File: src/rtl/tea_block_packer.sv
// tea_block_packer: packs a stream of 32-bit AXI-Stream words into 64-bit TEA blocks.
// The first word of each block goes to the upper half (v0) and the second word to the
// lower half (v1). If tlast arrives on the first word of a block, the lower half is
// filled with PAD_WORD. The output stage is a single register slice, so valid, data and
// last are all registered, and valid never depends combinationally on ready.
module tea_block_packer #(
  parameter logic [31:0] PAD_WORD = 32'h0000_0000,
  parameter int          CNT_W    = 16
) (
  input  logic             i_clk,
  input  logic             i_rst_n,
  input  logic             i_axis_valid_s,
  output logic             o_axis_ready_s,
  input  logic [31:0]      i_axis_data_s,
  input  logic             i_axis_last_s,
  output logic             o_axis_valid_m,
  input  logic             i_axis_ready_m,
  output logic [63:0]      o_axis_data_m,
  output logic             o_axis_last_m,
  output logic [CNT_W-1:0] o_block_count,
  output logic             o_half_pending
);

  // Block assembly state: either no word is held, or the upper word is waiting.
  typedef enum logic {
    S_EMPTY = 1'b0,
    S_HALF  = 1'b1
  } state_t;

  state_t           r_state;
  logic [31:0]      r_hi_word;
  logic             r_valid;
  logic [63:0]      r_data;
  logic             r_last;
  logic [CNT_W-1:0] r_count;

  logic w_ready_s;
  logic w_accept;
  logic w_drain;
  logic w_load;

  // Input side is ready whenever the output slot is empty or is being emptied this cycle.
  assign w_ready_s = !r_valid || i_axis_ready_m;
  assign w_accept  = i_axis_valid_s && w_ready_s;
  assign w_drain   = r_valid && i_axis_ready_m;
  // A block completes when the second word arrives, or when tlast closes a block early.
  assign w_load    = w_accept && ((r_state == S_HALF) || i_axis_last_s);

  // Assembly FSM, output register slice and handoff counter.
  always_ff @(posedge i_clk or negedge i_rst_n) begin
    if (!i_rst_n) begin
      r_state   <= S_EMPTY;
      r_hi_word <= 32'h0;
      r_valid   <= 1'b0;
      r_data    <= 64'h0;
      r_last    <= 1'b0;
      r_count   <= '0;
    end else begin
      if (w_accept) begin
        case (r_state)
          S_EMPTY: begin
            if (i_axis_last_s) begin
              // Single-word message tail: pad the low half and close the block.
              r_data <= {i_axis_data_s, PAD_WORD};
              r_last <= 1'b1;
            end else begin
              r_hi_word <= i_axis_data_s;
              r_state   <= S_HALF;
            end
          end
          S_HALF: begin
            r_data  <= {r_hi_word, i_axis_data_s};
            r_last  <= i_axis_last_s;
            r_state <= S_EMPTY;
          end
          default: r_state <= S_EMPTY;
        endcase
      end

      // A new block keeps valid high even when the previous one drains on the same edge.
      if (w_load) begin
        r_valid <= 1'b1;
      end else if (w_drain) begin
        r_valid <= 1'b0;
      end

      // Count every block handed to the consumer; wraps silently.
      if (w_drain) begin
        r_count <= r_count + 1'b1;
      end
    end
  end

  assign o_axis_ready_s = w_ready_s;
  assign o_axis_valid_m = r_valid;
  assign o_axis_data_m  = r_data;
  assign o_axis_last_m  = r_last;
  assign o_block_count  = r_count;
  assign o_half_pending = (r_state == S_HALF);

endmodule
File: config.mk
export PLATFORM = sky130hd
export DESIGN_NAME = tea_block_packer
export DESIGN_NICKNAME = d
export VERILOG_FILES = /design/src/rtl/tea_block_packer.sv
export SDC_FILE = /design/constraint.sdc
export NUM_CORES = 1
export LEC_CHECK = 0
export BUFFER_PORTS_ARGS = -buffer_cell sky130_fd_sc_hd__clkbuf_2
export CORE_MARGIN = 2
export CORE_UTILIZATION = 50
export CTS_BUF_LIST = sky130_fd_sc_hd__clkbuf_8
export DETAILED_ROUTE_END_ITERATION = 8
export PLACE_DENSITY = 0.81
export SYNTH_ARGS = -nofsm -noshare
export SYNTH_HDL_FRONTEND = slang
export SYNTH_SLANG_ARGS = --single-unit
export TNS_END_PERCENT = 5
File: constraint.sdc
create_clock -name i_clk -period 4.2 [get_ports i_clk]
set_input_delay 0.63 -clock i_clk [delete_from_list [all_inputs] [get_ports i_clk]]
set_output_delay 0.63 -clock i_clk [all_outputs]
set_load 0.02 [all_outputs]
==> results of run 1 <==
-- area by class of cell --
type / count / area [sq um]
clock buffers: 17 / 234
clock inverters: 15 / 159
fillers: 726 / 3410
inverters: 2 / 7.51
multi-input cells: 182 / 1840
flip-flops and latches: 115 / 2880
well taps: 129 / 161
repair buffers: 123 / 638
-- cells in the mapped netlist, types with 3 or more instances --
cell type | count | area [sq um]
dfrtp_1 | 115 | 2880
mux2_2 | 68 | 766
a22o_1 | 32 | 280
mux2_4 | 29 | 435
xnor2_1 | 10 | 87.6
nand2_1 | 9 | 33.8
nand3_1 | 8 | 40.0
clkbuf_1 | 7 | 26.3
buf_2 | 6 | 30.0
xor2_1 | 5 | 43.8
buf_12 | 3 | 60.1
nand4_1 | 3 | 18.8
-- routing by layer --
| layer | vias to the layer above | wire length, microns | share of wire, % |
|---|---|---|---|
| met5 | - | 0 | 0 |
| met4 | 0 | 77 | 0.81 |
| met3 | 8 | 524 | 5.5 |
| met2 | 91 | 4420 | 47 |
| met1 | 1492 | 4480 | 47 |
| li1 | 1404 | - | - |
-- logic make-up after synthesis --
| logic type | Yosys count | synth area share [%] |
|---|---|---|
| buf+inv | 21 | 3.09 |
| mux | 97 | 24.7 |
| flops | 115 | 59.3 |
| xor+xnor | 15 | 2.71 |
| simple gates | 35 | 3.92 |
| fa+ha+maj | 1 | 0.258 |
| compound gates | 34 | 5.98 |
-- worst max-delay path, cell delays in order, from the launching register on --
cell	delay, ns
dfrtp_2	0.93
or3_2	0.96
mux2_2	0.42
-- stage by stage --
stage | setup WS (ns) | cells | power (W) | area, sq um | utilization [%]
final | 1.76 | 583 | 0.00377 | 5920 | 63.4
after CTS | 1.74 | 583 | 0.00381 | 5920 | 63.4
after global routing | 1.63 | 583 | 0.00399 | 5920 | 63.4
after detailed placement | 1.73 | 551 | 0.00279 | 5520 | 59.2
after global placement | 1.81 | 551 | 0.00275 | 5520 | 59.2
after floorplan | 2.27 | 318 | 0.00240 | 4850 | -
-- power by group --
group	leakage (nW)	internal (W)	total, W	switching [W]
clock	0.186	0.000531	0.00100	0.000469
sequential	1.42	0.00143	0.00165	0.000222
combinational	1.35	0.000541	0.00112	0.000574
total	2.95	0.00250	0.00377	0.00126
-- registers in the layout, indices dropped and copies added, names as in the netlist --
register and cells:
o_axis_data_m 64, o_axis_valid_m 1, o_axis_last_m 1, o_half_pending 1, r_hi_word 32, o_block_count 16
-- final timing paths --
kind,startpoint,to,slack (ns)
max,o_half_pending$_DFFE_PN0P_,r_hi_word[8]$_DFFE_PN0P_,1.76
min,i_rst_n,o_block_count[7]$_DFFE_PN0P_,0.39
max reg2reg,o_half_pending$_DFFE_PN0P_,r_hi_word[8]$_DFFE_PN0P_,1.76
min reg2reg,o_block_count[15]$_DFFE_PN0P_,o_block_count[15]$_DFFE_PN0P_,0.47
max in group asynchronous,i_rst_n,r_hi_word[2]$_DFFE_PN0P_,2.95
min in group i_clk,i_axis_data_s[18],o_axis_data_m[18]$_DFFE_PN0P_,0.47
==> summary.md, run 1 <==
| Metric | Value |
|---|---|
| Worst VDD drop | `0.298 mV` |
| Worst skew pair latency | `around 0.42 ns` |
| Final Max Slew Viols | `0` |
| Startpoint Class | `register` |
| DIE HEIGHT | `around 100 microns` |
| Antenna cell count | `0` |
| RSZ-0062 raised after global routing | `no` |
| Ratio of cells with drive above 1 in the final layout | `between 50% and 60%` |
| Core area | `about 9300 sq um` |
| Drt pass-1 iters | `4` |
| Max-cap viol count | `0` |
| Clk slew on worst S/H paths | `0.08 ns` |
| R2r worst-path depth | `2` |
| Most frequent cells in the layout | `119 x clkbuf_2, 114 x dfrtp_1, 68 x mux2_2` |
| Area delta synth->final | `21.9%` |
| Routability cong. | `0.799` |
| Mapped Cells | `318` |
| Port bufs | `120` |
| Outcome | `finished clean` |
| Antenna Nets Post-Route | `0` |
| Initial Utilization | `52.0%` |
| Drt wl/cell | `16.3 microns` |
| Worst Tran Pin Value | `1.05 ns` |
| Die X | `slightly above 100 microns` |
| Fin nets | `479` |
| Hold Path Class | `input port to asynchronous set/reset pin` |
| Final hold slack | `slightly below 0.4 ns` |
| Crit path max fanout | `37` |
| GRT overflow | `0` |
| Top-Level Pins | `between 100 and 150` |
| Die area | `between 10000 and 15000 sq um` |
| Vias in the first global route | `3187` |
| Gr busiest metal | `met2` |
| Tot GR Track Use | `19.4%` |
| First-pass GRT wire length | `15.6 mm` |
| Vias | `2995` |
| # rows | `35` |
| Inserted Clock Buffers | `17` |
| Htree depth | `4` |
| Mean Syn Cell Area | `roughly 15 sq um` |
| Initial antenna violation count | `0` |
| Synth warn | `0` |
| # hold bufs at CTS | `0` |
| Slew headroom | `30.0%` |
| Final hold violations | `0` |
| Achievable Freq | `410 MHz` |
| M1 GR Usage | `26.1%` |
| Met2 Use GR | `29.8%` |
| Final wirelength | `9.50 mm` |
| Clock Skew | `0.00999 ns` |
| Leak | `2.95 nW` |
| TritonCTS clock tree | `built` |
| Post-synth ARST share | `between 90% and 100%` |
| M3 GR Usage | `5.69%` |
| FF+latch count, synth | `115` |
| Synth cell types | `28` |
| Post-synth EDFFs | `0` |
| Most common cell after layout, fill and taps aside | `clkbuf_2` |
| Top FF cell, synth | `dfrtp_1` |
| Post-route minimum period | `roughly 2.4 ns` |
| Post-DP HPWL | `6.17 mm` |
| CTS sink count | `115` |
| Post-cts sizing count | `0` |
| Setup tns final | `0 ns` |
| Post-CTS setup buffer count | `0` |
| CP Class | `register to register` |
| Cell area after synthesis | `4850 sq um` |
| Req. time, crit path | `4.50 ns` |
| Root buf cell | `clkbuf_8` |
| Syn nets | `roughly 360` |
| Period utilization | `58.0%` |
| Iteration-0 DRC count of the detailed router | `93` |
| Clock Tree Buf Depth | `2` |
| Critical Path End Type | `register` |
| Vias per cell | `5.14` |
| # DRC | `0` |
| Power density cells | `approximately 640 nW/um^2` |
| Arrival @ worst endpoint | `2.73 ns` |
| Largest net degree at the start of global routing | `85` |
| Final setup fails | `0` |
| Register area share after synthesis | `59.3%` |
Power figures use the tool's default switching activity.
==> inputs of run 2 (changes only) <==
==> constraint.sdc (replaced) <==
create_clock -name i_clk -period 2.5 [get_ports i_clk]
set_input_delay 0.375 -clock i_clk [delete_from_list [all_inputs] [get_ports i_clk]]
set_output_delay 0.375 -clock i_clk [all_outputs]
set_load 0.02 [all_outputs]
==> run 2 against run 1 <==
Compared with the run above: worst setup slack worse by 1.2 ns; highest routed layer unchanged; critical endpoint is now r_hi_word[23]$_DFFE_PN0P_; register-to-register slack lost 1.2 ns; die area stayed put; largest power group unchanged.
==> summary.md, run 2 (same netlist as run 1, synthesis figures left out) <==
| Metric | Value |
|---|---|
| Outcome | `finished clean` |
| Total chip power | `0.00619 W` |
| Die X | `103 microns` |
| Vias per cell | `5.27` |
| Period utilization | `77.6%` |
| Drt wl/cell | `16.4 microns` |
| CTS sink count | `roughly 120` |
| Post-DP HPWL | `6.45 mm` |
| Antenna Nets Post-Route | `0` |
| Req. time, crit path | `2.79 ns` |
| Max-cap viol count | `0` |
| Clock Tree Buf Depth | `2` |
| Power density cells | `1040 nW/um^2` |
| Final Max Slew Viols | `0` |
| Port bufs | `120` |
| Arrival @ worst endpoint | `2.23 ns` |
| Routability cong. | `0.792` |
| Vias | `slightly above 3000` |
| Post-cts sizing count | `0` |
| Die area | `10500 sq um` |
| Iteration-0 DRC count of the detailed router | `141` |
| Post-route minimum period | `1.94 ns` |
| Vias in the first global route | `3176` |
| Htree depth | `4` |
| Fin nets | `483` |
| RSZ-0062 raised after global routing | `no` |
| # rows | `35` |
| Final hold violations | `0` |
| # hold bufs at CTS | `1` |
| Final setup fails | `0` |
| Final Cell Area | `around 5900 sq um` |
| GRT overflow | `0` |
| Largest net degree at the start of global routing | `48` |
| Placement-stage cell area | `5570 sq um` |
| Top-Level Pins | `~120` |
| Startpoint Class | `register` |
| Leak | `2.98 nW` |
| Worst Tran Pin Value | `roughly 0.7 ns` |
| Clk slew on worst S/H paths | `0.07 ns` |
| Most frequent cells in the layout | `119 x clkbuf_2, 114 x dfrtp_1, 68 x mux2_2` |
| Drt pass-1 iters | `4` |
| Max FFs per register | `64` |
| First-pass GRT wire length | `around 16 mm` |
| Initial antenna violation count | `0` |
| CP Class | `register to register` |
| # DRC | `0` |
| Critical Path End Type | `register` |
| Setup tns final | `0 ns` |
| Root buf cell | `clkbuf_8` |
| Achievable Freq | `516 MHz` |
| Worst VDD drop | `0.477 mV` |
| Crit path max fanout | `25` |
| TritonCTS clock tree | `built` |
| Hold Path Class | `input port to register` |
| Initial Utilization | `approximately 52%` |
| DIE HEIGHT | `103 microns` |
| Tot GR Track Use | `19.5%` |
| Inserted Clock Buffers | `17` |
| Final wirelength | `just under 10 mm` |
| Area delta synth->final | `22.1%` |
| Slew headroom | `53.4%` |
| Post-CTS setup buffer count | `0` |
| Ratio of cells with drive above 1 in the final layout | `between 50% and 60%` |
| Core area | `9330 sq um` |
| Most common cell after layout, fill and taps aside | `clkbuf_2` |
| Worst skew pair latency | `around 0.42 ns` |
| Antenna cell count | `0` |
| Clock Skew | `0.0134 ns` |
==> run 2: changes by cell type in the layout (fill, tap and decap cells not counted) <==
cell           change
dlygate4sd3_1      +1
buf_4              +1
bufinv_16          -1
clkinv_2           +6
clkinvlp_4         -3
inv_1              +1
buf_12             +2
inv_6              -3
clkinv_4           -2
clkbuf_8           +1
==> run 2: layout make-up <==
class,instances,area [sq um]
fillers,717,3400
flip-flops and latches,115,2880
multi-input cells,182,1840
repair buffers,127,696
clock buffers,18,248
well taps,129,161
clock inverters,13,96.3
inverters,2,7.51
==> run 2: metrics by stage <==
stage          utilization [%]  setup WS, ns  hold WS, ns  std cells
2_1_floorplan                -         0.712       0.0794        318
3_5_place_dp              59.7         0.475        0.411        554
5_1_grt                   63.5         0.415        0.182        586
4_1_cts                   63.5         0.528        0.193        586
6_report                  63.5         0.560        0.205        586
3_3_place_gp              59.7         0.523        0.412        554
==> run 2: worst max-delay path, cell delays in order (launching register included) <==
cell and delay, ns:
dfrtp_1 0.46, nand2b_4 0.13, nand2_2 0.06, or3_2 0.60
buf_12 0.26, mux2_4 0.31
==> run 2: final timing paths <==
check / from / endpoint / slack [ns] / depth (start not counted)
setup / recovery: o_axis_valid_m$_DFFE_PN0P_ / r_hi_word[23]$_DFFE_PN0P_ / 0.56 / 5
hold / removal: i_axis_data_s[29] / o_axis_data_m[29]$_DFFE_PN0P_ / 0.21 / 2
setup reg to reg: o_axis_valid_m$_DFFE_PN0P_ / r_hi_word[23]$_DFFE_PN0P_ / 0.56 / 5
hold reg to reg: o_block_count[15]$_DFFE_PN0P_ / o_block_count[15]$_DFFE_PN0P_ / 0.47 / 1
max in group asynchronous: i_rst_n / o_axis_data_m[50]$_DFFE_PN0P_ / 1.25 / 3
min in group asynchronous: i_rst_n / o_block_count[8]$_DFFE_PN0P_ / 0.49 / 2
==> run 2: power by group <==
group,internal (W),switching [W]
combinational,0.000919,0.00100
clock,0.000785,0.000735
sequential,0.00240,0.000345
==> run 2: metal layers <==
metal | GRT usage, % | wire length, microns | vias up
met5 | 0 | 0 | -
met4 | 5.23 | 72 | 0
met3 | 7.66 | 703 | 10
met2 | 30.8 | 4620 | 104
met1 | 25.3 | 4220 | 1576
li1 | - | - | 1400
